[config.mk]
export PLATFORM = sky130hd
export DESIGN_NAME = fetch_unit
export DESIGN_NICKNAME = d
export VERILOG_FILES = /design/src/rtl/fetch_unit.sv
export SDC_FILE = /design/constraint.sdc
export NUM_CORES = 1
export LEC_CHECK = 0
export CAP_MARGIN = 30
export CELL_PAD_IN_SITES_DETAIL_PLACEMENT = 1
export CELL_PAD_IN_SITES_GLOBAL_PLACEMENT = 1
export CORE_ASPECT_RATIO = 0.6
export CORE_UTILIZATION = 30
export CTS_CLUSTER_DIAMETER = 40
export DETAILED_ROUTE_END_ITERATION = 8
export PLACE_DENSITY_LB_ADDON = 0.1
export SYNTH_ARGS = -nofsm -noshare
export SYNTH_HDL_FRONTEND = slang
export SYNTH_SLANG_ARGS = --single-unit
[constraint.sdc]
create_clock -name clk -period 4.3 [get_ports clk]
set_input_delay 0.645 -clock clk [delete_from_list [all_inputs] [get_ports clk]]
set_output_delay 0.645 -clock clk [all_outputs]
set_load 0.02 [all_outputs]
[src/rtl/fetch_unit.sv]
`default_nettype none
// ============================================================================
// Module      : fetch_unit
// Description : Instruction fetch stage of the 8-bit computer. Holds the
//               fetch program counter and fetches instruction words from
//               instruction memory over a req/ack handshake. It presents one
//               instruction at a time to decode/execute using valid/ready
//               flow control. Redirects (jal, jr, taken beq) reload the fetch
//               PC, and any fetch made stale by a redirect is drained and
//               discarded.
// Ports       : clk, rst           - clock, asynchronous active-high reset
//               imem_req/addr      - fetch request and address (held to ack)
//               imem_ack/data      - memory response and instruction word
//               instr_out, opcode  - instruction register and its top nibble
//               instr_valid/ready  - handshake toward decode/execute
//               pc_out, pc_plus1   - address of IR instruction and its link
//               redirect(_pc)      - load a new fetch PC
// Revision    : 1.0 - initial release
// ============================================================================
module fetch_unit #(
    parameter int PC_W = 8,
    parameter int IW   = 8
) (
    input  logic            clk,
    input  logic            rst,
    output logic            imem_req,
    output logic [PC_W-1:0] imem_addr,
    input  logic            imem_ack,
    input  logic [IW-1:0]   imem_data,
    output logic [IW-1:0]   instr_out,
    output logic [3:0]      opcode,
    output logic            instr_valid,
    input  logic            instr_ready,
    output logic [PC_W-1:0] pc_out,
    output logic [PC_W-1:0] pc_plus1,
    input  logic            redirect,
    input  logic [PC_W-1:0] redirect_pc
);

    typedef enum logic [1:0] {
        IDLE  = 2'd0,
        FETCH = 2'd1,
        VALID = 2'd2,
        DRAIN = 2'd3
    } state_t;

    localparam logic [PC_W-1:0] c_PC_ONE = {{(PC_W-1){1'b0}}, 1'b1};

    state_t          state_q, state_d;
    logic [PC_W-1:0] fetch_pc_q, fetch_pc_d;
    logic [PC_W-1:0] drain_addr_q, drain_addr_d;
    logic [IW-1:0]   ir_q, ir_d;
    logic [PC_W-1:0] pc_out_q, pc_out_d;

    always_ff @(posedge clk or posedge rst) begin
        if (rst) begin
            state_q      <= IDLE;
            fetch_pc_q   <= '0;
            drain_addr_q <= '0;
            ir_q         <= '0;
            pc_out_q     <= '0;
        end else begin
            state_q      <= state_d;
            fetch_pc_q   <= fetch_pc_d;
            drain_addr_q <= drain_addr_d;
            ir_q         <= ir_d;
            pc_out_q     <= pc_out_d;
        end
    end

    // Redirect always takes priority over both imem_ack and instr_ready.
    always_comb begin
        state_d      = state_q;
        fetch_pc_d   = fetch_pc_q;
        drain_addr_d = drain_addr_q;
        ir_d         = ir_q;
        pc_out_d     = pc_out_q;
        imem_req     = 1'b0;
        imem_addr    = '0;
        instr_valid  = 1'b0;

        case (state_q)
            IDLE: begin
                state_d = FETCH;
                if (redirect) fetch_pc_d = redirect_pc;
            end

            FETCH: begin
                imem_req  = 1'b1;
                imem_addr = fetch_pc_q;
                if (imem_ack && redirect) begin
                    fetch_pc_d = redirect_pc;
                end else if (imem_ack) begin
                    ir_d       = imem_data;
                    pc_out_d   = fetch_pc_q;
                    fetch_pc_d = fetch_pc_q + c_PC_ONE;
                    state_d    = VALID;
                end else if (redirect) begin
                    // The request cannot be withdrawn: remember its address so
                    // it stays on imem_addr until the stale response arrives.
                    drain_addr_d = fetch_pc_q;
                    fetch_pc_d   = redirect_pc;
                    state_d      = DRAIN;
                end
            end

            VALID: begin
                instr_valid = 1'b1;
                if (redirect) begin
                    fetch_pc_d = redirect_pc;
                    state_d    = FETCH;
                end else if (instr_ready) begin
                    state_d = FETCH;
                end
            end

            DRAIN: begin
                imem_req  = 1'b1;
                imem_addr = drain_addr_q;
                if (redirect) fetch_pc_d = redirect_pc;
                if (imem_ack) state_d = FETCH;
            end

            default: state_d = IDLE;
        endcase
    end

    assign instr_out = ir_q;
    assign opcode    = ir_q[IW-1 -: 4];
    assign pc_out    = pc_out_q;
    assign pc_plus1  = pc_out_q + c_PC_ONE;

endmodule
`default_nettype wire

======== Word level (Yosys, flattened, before mapping) ========
Cells that the tools add are included.
storage, ports and cells
  flip-flop bits (word level) ............. 34
  bits in latches ......................... 0
  memory bits (writable) .................. 0
  bits in read-only memories .............. 0
  output and inout bits ................... 38
  word-level logic and storage cells ...... 37
  memories kept ........................... 0
cells by class
  $add $sub $neg .......................... 2
  multipliers ............................. 0
  divide/modulo/power cells ............... 0
  magnitude comparators ................... 0
  equal/unequal tests ..................... 7
  shift-type cells ........................ 0
  mux-type cells .......................... 14
  bitwise gates (word level) .............. 2
  reduce and logical (&&, ||, !) cells .... 7
operators with widths
  kind                                                                    number
  8-bit one-hot mux with 2 select lines                                   2
  8-bit 2-to-1 mux                                                        3
  8-bit by 1-bit adder with 8-bit output (second input constant)          2
  2-bit 2-to-1 mux                                                        6
  2-bit one-hot mux with 4 select lines                                   1
  4-bit AND reduction                                                     2
  3-bit != test (second input constant)                                   2
  2-bit equality test (second input constant)                             2
  2-bit != test (second input constant)                                   2
  3-bit AND reduction                                                     1
  3-bit OR reduction                                                      1
  2-bit by 1-bit equality test with 1-bit output (second input constant)  1
  2-bit zero test                                                         1
  1-bit 2-to-1 mux                                                        2
  1-bit inverter                                                          2
  2-bit OR reduction                                                      1
  1-bit logical AND                                                       1

======== Logic depth before layout (Yosys ltp) ========
Gate-level depths: netlist of the first run.
  word-level depth ........................ 4
  gate-level depth with buffers ........... 5

======== Worst setup path before layout of the first run ========
Ideal clock, no wire load.
  path kind ............................... register -> output
  from .................................... register pc_out_q[0] (netlist: pc_out[0])
  to ...................................... output pc_plus1[6]
  arrival time ............................ 1.385 ns
  required time ........................... 3.655 ns
  setup slack ............................. 2.270 ns
  stages on the path, launching flop included .. 5
  path through ............................ dfrtp_1 > ha_1 > and3_1 > nand3_1 > xnor2_1
between the ends
  longest elaborated chain between the ends .. 1
ends and longest elaborated chain
  item                                    line  text
  start, declared                         53    logic [PC_W-1:0] pc_out_q, pc_out_d;
  start signal, assigned                  67    pc_out_q <= pc_out_d;
  8-bit by 1-bit adder with 8-bit output  131   assign pc_plus1 = pc_out_q + c_PC_ONE;
  end, declared                           35    output logic [PC_W-1:0] pc_plus1,
No other way between the ends.

======== Worst setup path in the final report of the first run ========
Ends and elaborated chain as after synthesis.

==> results.tsv, run 1 <==
metric	value	unit
ys_ff_latch	34	
synthXorXnorAreaFrac	3.93	%
synth-compound-area-share	4.63	%
synth-simple-area-share	16.9	%
worst_slew_margin_rel	53.6	%
p_sw	492	uW
cts-hold-fix-buffers	0	
cts_tree	yes	
ant_nets	0	
first_pass_iters	4	
syn_to_final_growth	38.8	%
critPathKind	reg2out	
grt_max_degree	35	
crit_fanout	6	
cts-root-buf	clkbuf_8	
netlist.area_leader.share	47.7	%
grt_antenna_before_repair	0	
clkPwrFrac	16.8	%
netlist_area	1780	um^2
yosysWarnings	0	
synthMuxAreaShare	20.2	%
layout_common_cells	58 x clkdlybuf4s50_1, 34 x dfrtp_1, 24 x mux2_2	
multiInputGateArea	840	um^2
async_reset_ff_share	100	%
power.leakage	0.00100	uW
ff2ff_setup_slack	2.40	ns
place.detailed.instances	277	
grt_overflow	0	
cellPowerDensity	547	nW/um^2
p_int	863	uW
fin_nets	227	
grt_pass1_wl	7.20	mm
start_kind	register	
crit_end	pc_plus1[6]	
core-area	5650	um^2
die-height	61.7	um
grt_pass1_vias	1370	
dp_hpwl	3.35	mm
comb_power_share	45.6	%
fin_crit_sh	64.4	%
power_frac_seq	37.6	%
nFillCells	595	
clock_sinks	34	
drv_slew	0	
wirelength	4.55	mm
cts_buffers	5	
finalHoldViolCount	0	
diodes	0	
period_needed	2.77	ns
synth_flop_cell	dfrtp_1	
rr_worst_depth	3	
htree_levels	2	
cp.arrival	2.12	ns
vias_per_cell	4.78	
drc	0	
num_vias	1352	
post_cts_buffers	0	
worstMarginPinSlew	0.697	ns
synth_nets	173	
io_buffers	58	
p_sw_share	36.3	%
critPathRequiredTime	3.65	ns
drt_iter0_drc	39	
clock_path_buffers	2	
final-seq-area	851	um^2
synthTopCellsByArea	dfrtp_1 48%, mux2_2 15%, mux2i_1 5.1%, nor2b_1 3.2%, or4_1 2.1%	
timing.setup.tns	0	ns
synth_edf_count	0	
clock_skew	0.00679	ns
setup_violations	0	
stdcell_count	283	
row_count	21	
synth-adder-area-share	1.40	%
post-route-util	43.8	%
synth_top_family_by_area	multiplexers	
mostFrequentLayoutCell	clkdlybuf4s50_1	
clk_latency	0.28	ns
die_area	6270	um^2
rsz0062_at_grt	no	
wl_per_cell	16.1	um
fmax	361	MHz
grt_usage	15.7	%
drive_gt1_share	17.7	%
peakVddDrop	252	uV
start_util	31.6	%
syn_area_per_cell	11.9	um^2
synth_top_cell_by_area	dfrtp_1	
ys_seq_area_share	47.7	%
boundaryPins	59	
ys_types	31	
worst_r2r_startpoint	state_q[1]$_DFFE_PP0P_	
end_kind	output port	
worstHoldPathType	reg2reg	
hold_depth	1	
routabilityCongestion	0.712	
maxCapViolCount	0	
die_w	102	um
critPathLaunch	pc_out[0]$_DFFE_PP0P_	
synth_cells	150	
cts_resized	0	
r2r-end	pc_out[2]$_DFFE_PP0P_	
path_clk_slew	0.07	ns
status	complete, no violations	
==> metal layers <==
layer	vias up	routed length, um	track usage [%]
met5	-	0	0
met4	0	26	4.35
met3	2	209	3.91
met2	33	2070	25.7
met1	678	2240	21.1
li1	639	-	-
==> state kept, by name, indices dropped and copies added (netlist names) <==
register,flops
drain_addr_q,8
fetch_pc_q,8
instr_out,8
pc_out,8
state_q,2
==> per-stage QoR <==
step           hold WS (ns)  worst slack, ns  power [uW]  area [um^2]
3_5_place_dp          0.496             1.51        1140         2390
5_1_grt               0.531             1.41        1440         2470
2_1_floorplan         0.480             2.27         839         1780
3_3_place_gp          0.488             1.59        1120         2390
6_report              0.505             1.53        1350         2470
4_1_cts               0.512             1.50        1380         2470
==> synthesized netlist by cell type (all sizes together) (4+ instances only) <==
cell type  instances
buf                9
dfrtp             34
mux2              24
mux2i              9
nand2              9
nand3              6
nand4              5
nor2b              9
o21ai              5
or4                5
xnor2              4
xor2               4
==> worst min-delay path by stage <==
stage                                        to  slack, ns                         from
floorplan           drain_addr_q[0]$_DFFE_PP0P_       0.48  drain_addr_q[0]$_DFFE_PP0P_
global placement       instr_out[2]$_DFFE_PP0P_       0.49     instr_out[2]$_DFFE_PP0P_
detailed placement  drain_addr_q[4]$_DFFE_PP0P_       0.50  drain_addr_q[4]$_DFFE_PP0P_
CTS                 drain_addr_q[4]$_DFFE_PP0P_       0.51  drain_addr_q[4]$_DFFE_PP0P_
global route           instr_out[0]$_DFFE_PP0P_       0.53     instr_out[0]$_DFFE_PP0P_
finish              drain_addr_q[4]$_DFFE_PP0P_       0.51  drain_addr_q[4]$_DFFE_PP0P_
==> power by group through the flow <==
stage                     Clock, uW  Combinational [uW]  Sequential (uW)
after floorplan                   0                 300              539
after global placement            0                 611              508
after detailed placement          0                 622              516
after CTS                       240                 626              511
after global routing            254                 658              526
final                           228                 618              509
==> kinds of logic (layout without fill, tap and decap cells) <==
family,after synthesis,after routing
multiplexers,33,33
AND/OR/NAND/NOR,45,45
adder cells (fa/ha/maj),2,2
AO/OA/AOI/OAI,13,13
XOR/XNOR,8,8
buffers and inverters,15,68
flip-flops,34,34
==> final cells by class <==
type	count	area share, %
Tap cell	80	4.04
Clock buffer	6	3.34
Timing Repair Buffer	59	23.8
Inverter	3	0.556
Multi-Input combinational cell	101	33.9
Sequential cell	34	34.4
==> worst max-delay path, stage by stage (launching register included) <==
cell	delay, ns
dfrtp_1	0.44
ha_1	0.23
and3_1	0.22
nand3_1	0.12
xnor2_1	0.19
clkdlybuf4s50_1	0.65
Power figures use the tool's default switching activity.
==> run 2: changes to the inputs <==
==> constraint.sdc (replaced) <==
create_clock -name clk -period 2.8 [get_ports clk]
set_input_delay 0.42 -clock clk [delete_from_list [all_inputs] [get_ports clk]]
set_output_delay 0.42 -clock clk [all_outputs]
set_load 0.02 [all_outputs]
==> results.tsv, run 2 (synthesized netlist as in run 1, its figures left out) <==
metric	value	unit
status	complete, no violations	
syn_to_final_growth	42.0	%
cts-root-buf	clkbuf_8	
crit_fanout	6	
drv_slew	0	
grt_antenna_before_repair	0	
layout_common_cells	58 x clkdlybuf4s50_1, 34 x dfrtp_1, 24 x mux2_2	
place.detailed.instances	281	
critPathRequiredTime	2.38	ns
first_pass_iters	4	
start_kind	register	
num_vias	1382	
rsz0062_at_grt	no	
boundaryPins	59	
mostFrequentLayoutCell	clkdlybuf4s50_1	
post_cts_buffers	0	
clock_sinks	34	
worstMarginPinSlew	0.702	ns
grt_pass1_vias	1451	
grt_pass1_wl	7.43	mm
dp_hpwl	3.56	mm
routabilityCongestion	0.741	
holdWs	0.508	ns
cts_resized	0	
period_needed	2.50	ns
fmax	400	MHz
stdcell_count	289	
htree_levels	2	
path_clk_slew	0.07	ns
drt_iter0_drc	36	
clk_latency	0.28	ns
cellPowerDensity	857	nW/um^2
grt_max_degree	35	
io_buffers	58	
cts-hold-fix-buffers	0	
die-height	61.7	um
cts_tree	yes	
ant_nets	0	
timing.setup.tns	0	ns
fin_crit_sh	89.2	%
cts_buffers	5	
peakVddDrop	467	uV
clock_path_buffers	2	
setup_violations	0	
wl_per_cell	16.5	um
power.leakage	0.00104	uW
worst_slew_margin_rel	53.2	%
finalHoldViolCount	0	
cp.arrival	2.08	ns
critPathKind	reg2out	
clock_skew	0.00407	ns
vias_per_cell	4.78	
grt_usage	16.4	%
drive_gt1_share	20.1	%
die_area	6270	um^2
maxCapViolCount	0	
worstHoldPathType	reg2reg	
start_util	31.6	%
grt_overflow	0	
row_count	21	
diodes	0	
end_kind	output port	
fin_nets	231	
drc	0	
wirelength	4.78	mm
die_w	102	um
core-area	5650	um^2
==> run 2: changes by cell type in the layout (fill, tap and decap cells not counted) <==
cell | before | now
buf_4 | 1 | 5
clkbuf_8 | 6 | 8
==> run 2: cell type report <==
cell class / instances / area, um^2
well taps: 80 / 100
fillers: 611 / 3120
flip-flops and latches: 34 / 851
clock buffers: 8 / 110
repair buffers: 63 / 618
multi-input cells: 101 / 840
inverters: 3 / 13.8
==> run 2: per-layer routing <==
metal / share of wire (%) / track usage [%] / vias up
met3: 3.6 / 4.36 / 4
li1: - / - / 653
met4: 0.77 / 4.14 / 0
met2: 46 / 27.6 / 31
met1: 49 / 21.4 / 694
met5: 0 / 0 / -
==> run 2: per-stage QoR <==
step | setup slack (ns) | power, uW | utilization [%] | instance area, um^2
floorplan | 0.995 | 1290 | - | 1780
global placement | 0.612 | 1730 | 42.9 | 2420
detailed placement | 0.548 | 1770 | 42.9 | 2420
CTS | 0.278 | 2210 | 44.8 | 2530
global route | 0.213 | 2300 | 44.8 | 2530
finish | 0.303 | 2170 | 44.8 | 2530
==> run 2: worst paths after layout <==
check	start	endpoint	slack, ns	cells after the start
setup / recovery	pc_out[0]$_DFFE_PP0P_	pc_plus1[6]	0.30	5
hold / removal	drain_addr_q[2]$_DFFE_PP0P_	drain_addr_q[2]$_DFFE_PP0P_	0.51	1
setup reg to reg	state_q[1]$_DFFE_PP0P_	pc_out[3]$_DFFE_PP0P_	0.91	3
hold reg to reg	drain_addr_q[2]$_DFFE_PP0P_	drain_addr_q[2]$_DFFE_PP0P_	0.51	1
max in group asynchronous	rst	state_q[1]$_DFFE_PP0P_	1.94	3
min in group asynchronous	rst	drain_addr_q[2]$_DFFE_PP0P_	0.55	3
==> run 2: power breakdown <==
part | leakage (uW) | switching [uW] | internal, uW
logic | 0.000577 | 456 | 519
clock network | 0.0000575 | 176 | 248
registers | 0.000403 | 147 | 625
==> run 2: worst max-delay path, cell delays in order, from the launching register on <==
cell,delay [ns]
dfrtp_1,0.46
ha_1,0.22
and3_1,0.21
nand3_1,0.10
xnor2_1,0.17
clkdlybuf4s50_1,0.63
==> run 3: changes to the inputs <==
--- a/config.mk
+++ b/config.mk
@@ -8,7 +8,6 @@
 export CAP_MARGIN = 30
 export CELL_PAD_IN_SITES_DETAIL_PLACEMENT = 1
 export CELL_PAD_IN_SITES_GLOBAL_PLACEMENT = 1
-export CORE_ASPECT_RATIO = 0.6
 export CORE_UTILIZATION = 30
 export CTS_CLUSTER_DIAMETER = 40
 export DETAILED_ROUTE_END_ITERATION = 8
==> constraint.sdc (replaced) <==
create_clock -name clk -period 2.8 [get_ports clk]
set_input_delay 0.42 -clock clk [delete_from_list [all_inputs] [get_ports clk]]
set_output_delay 0.42 -clock clk [all_outputs]
set_load 0.1 [all_outputs]
==> results.tsv, run 3 (synthesized netlist as in run 1, its figures left out) <==
metric	value	unit
status	complete, no violations	
grt_antenna_before_repair	0	
maxCapViolCount	0	
grt_pass1_vias	1481	
htree_levels	2	
critPathMaxStageDelay	0.44	ns
wirelength	4.33	mm
place.detailed.instances	270	
cts-hold-fix-buffers	0	
ff2ff_setup_slack	0.90	ns
drc	0	
path_clk_slew	0.07	ns
worstMarginPinSlew	0.700	ns
row_count	27	
cp.arrival	1.83	ns
drive_gt1_share	40.3	%
clk_latency	0.29	ns
core-area	5610	um^2
clock_sinks	34	
crit_cells	5	
mostFrequentLayoutCell	buf_4	
critPathLaunch	pc_out[0]$_DFFE_PP0P_	
critPathBufInv	1	
critPathKind	reg2out	
drt_iter0_drc	44	
r2r-end	drain_addr_q[5]$_DFFE_PP0P_	
holdWs	0.510	ns
die-height	79.1	um
first_pass_iters	2	
clock_path_buffers	2	
boundaryPins	59	
crit_end	pc_plus1[6]	
path_delay_family	flip-flops	
num_vias	1373	
crit_path_top_delay_cell	dfrtp_1	
grt_max_degree	35	
fin_crit_sh	80.3	%
rsz0062_at_grt	no	
clock_skew	0.00822	ns
setup_violations	0	
worstHoldPathType	reg2reg	
dp_hpwl	3.10	mm
fmax	445	MHz
die_area	6260	um^2
rr_worst_depth	2	
cts_buffers	5	
post-route-util	43.9	%
crit_chain	ha_1, and3_1, nand3_1, xnor2_2, buf_4	
hp-start	instr_out[2]$_DFFE_PP0P_	
post_cts_buffers	0	
cts-root-buf	clkbuf_8	
nFillCells	621	
worst_r2r_startpoint	state_q[0]$_DFFE_PP0P_	
layout_common_cells	40 x buf_4, 34 x dfrtp_1, 24 x mux2_2	
start_kind	register	
worst_slew_margin_rel	53.4	%
postPlaceCellArea	2350	um^2
stdcell_count	278	
start_util	31.8	%
cts_tree	yes	
fin_nets	228	
stdcell_area	2460	um^2
cts_resized	0	
ant_nets	0	
crit_fanout	6	
wl_per_cell	15.6	um
diodes	0	
grt_pass1_wl	7.37	mm
die_w	79.1	um
grt_overflow	0	
grt_usage	15.5	%
drv_slew	0	
end_kind	output port	
critPathRequiredTime	2.38	ns
period_needed	2.25	ns
io_buffers	58	
finalHoldViolCount	0	
vias_per_cell	4.94	
routabilityCongestion	0.751	
syn_to_final_growth	38.0	%
[run 3: cell count changes in the layout (fill, tap and decap cells not counted), moves of 3 or more]
cell	change
xnor2_1	-4
clkbuf_8	-3
xnor2_2	+3
buf_4	+35
clkdlybuf4s50_1	-38
[run 3: through the flow]
step / setup TNS (ns) / setup WS (ns)
2_1_floorplan: -0.292 / -0.251
3_3_place_gp: 0 / 0.599
3_5_place_dp: 0 / 0.540
4_1_cts: 0 / 0.510
5_1_grt: 0 / 0.437
6_report: 0 / 0.552
[run 3: routing by layer]
metal / track usage [%] / vias up / routed length [um] / part of all wire [%]
met5: 0 / - / 0 / 0
met4: 6.00 / 0 / 62 / 1.4
met3: 3.68 / 4 / 186 / 4.3
met2: 26.9 / 29 / 2260 / 52
met1: 18.5 / 694 / 1820 / 42
li1: - / 646 / - / -
[run 3: cell type report]
type	instances	area (um^2)	area share (%)
multi-input cells	101	896	36.4
flip-flops and latches	34	851	34.6
repair buffers	60	500	20.3
well taps	72	90.1	3.66
clock buffers	5	68.8	2.80
clock inverters	3	40.0	1.63
inverters	3	13.8	0.560
[run 3: worst min-delay path by stage]
stage	endpoint	slack, ns	depth (start not counted)
2_1_floorplan	drain_addr_q[0]$_DFFE_PP0P_	0.48	1
3_3_place_gp	drain_addr_q[0]$_DFFE_PP0P_	0.49	1
3_5_place_dp	instr_out[2]$_DFFE_PP0P_	0.50	1
4_1_cts	drain_addr_q[5]$_DFFE_PP0P_	0.51	1
5_1_grt	instr_out[3]$_DFFE_PP0P_	0.54	1
6_report	instr_out[2]$_DFFE_PP0P_	0.51	1
Power of run 3 is left out: the tool's default activity adds up to more than one toggle a clock period on the data nets, which glitch-free logic cannot reach.
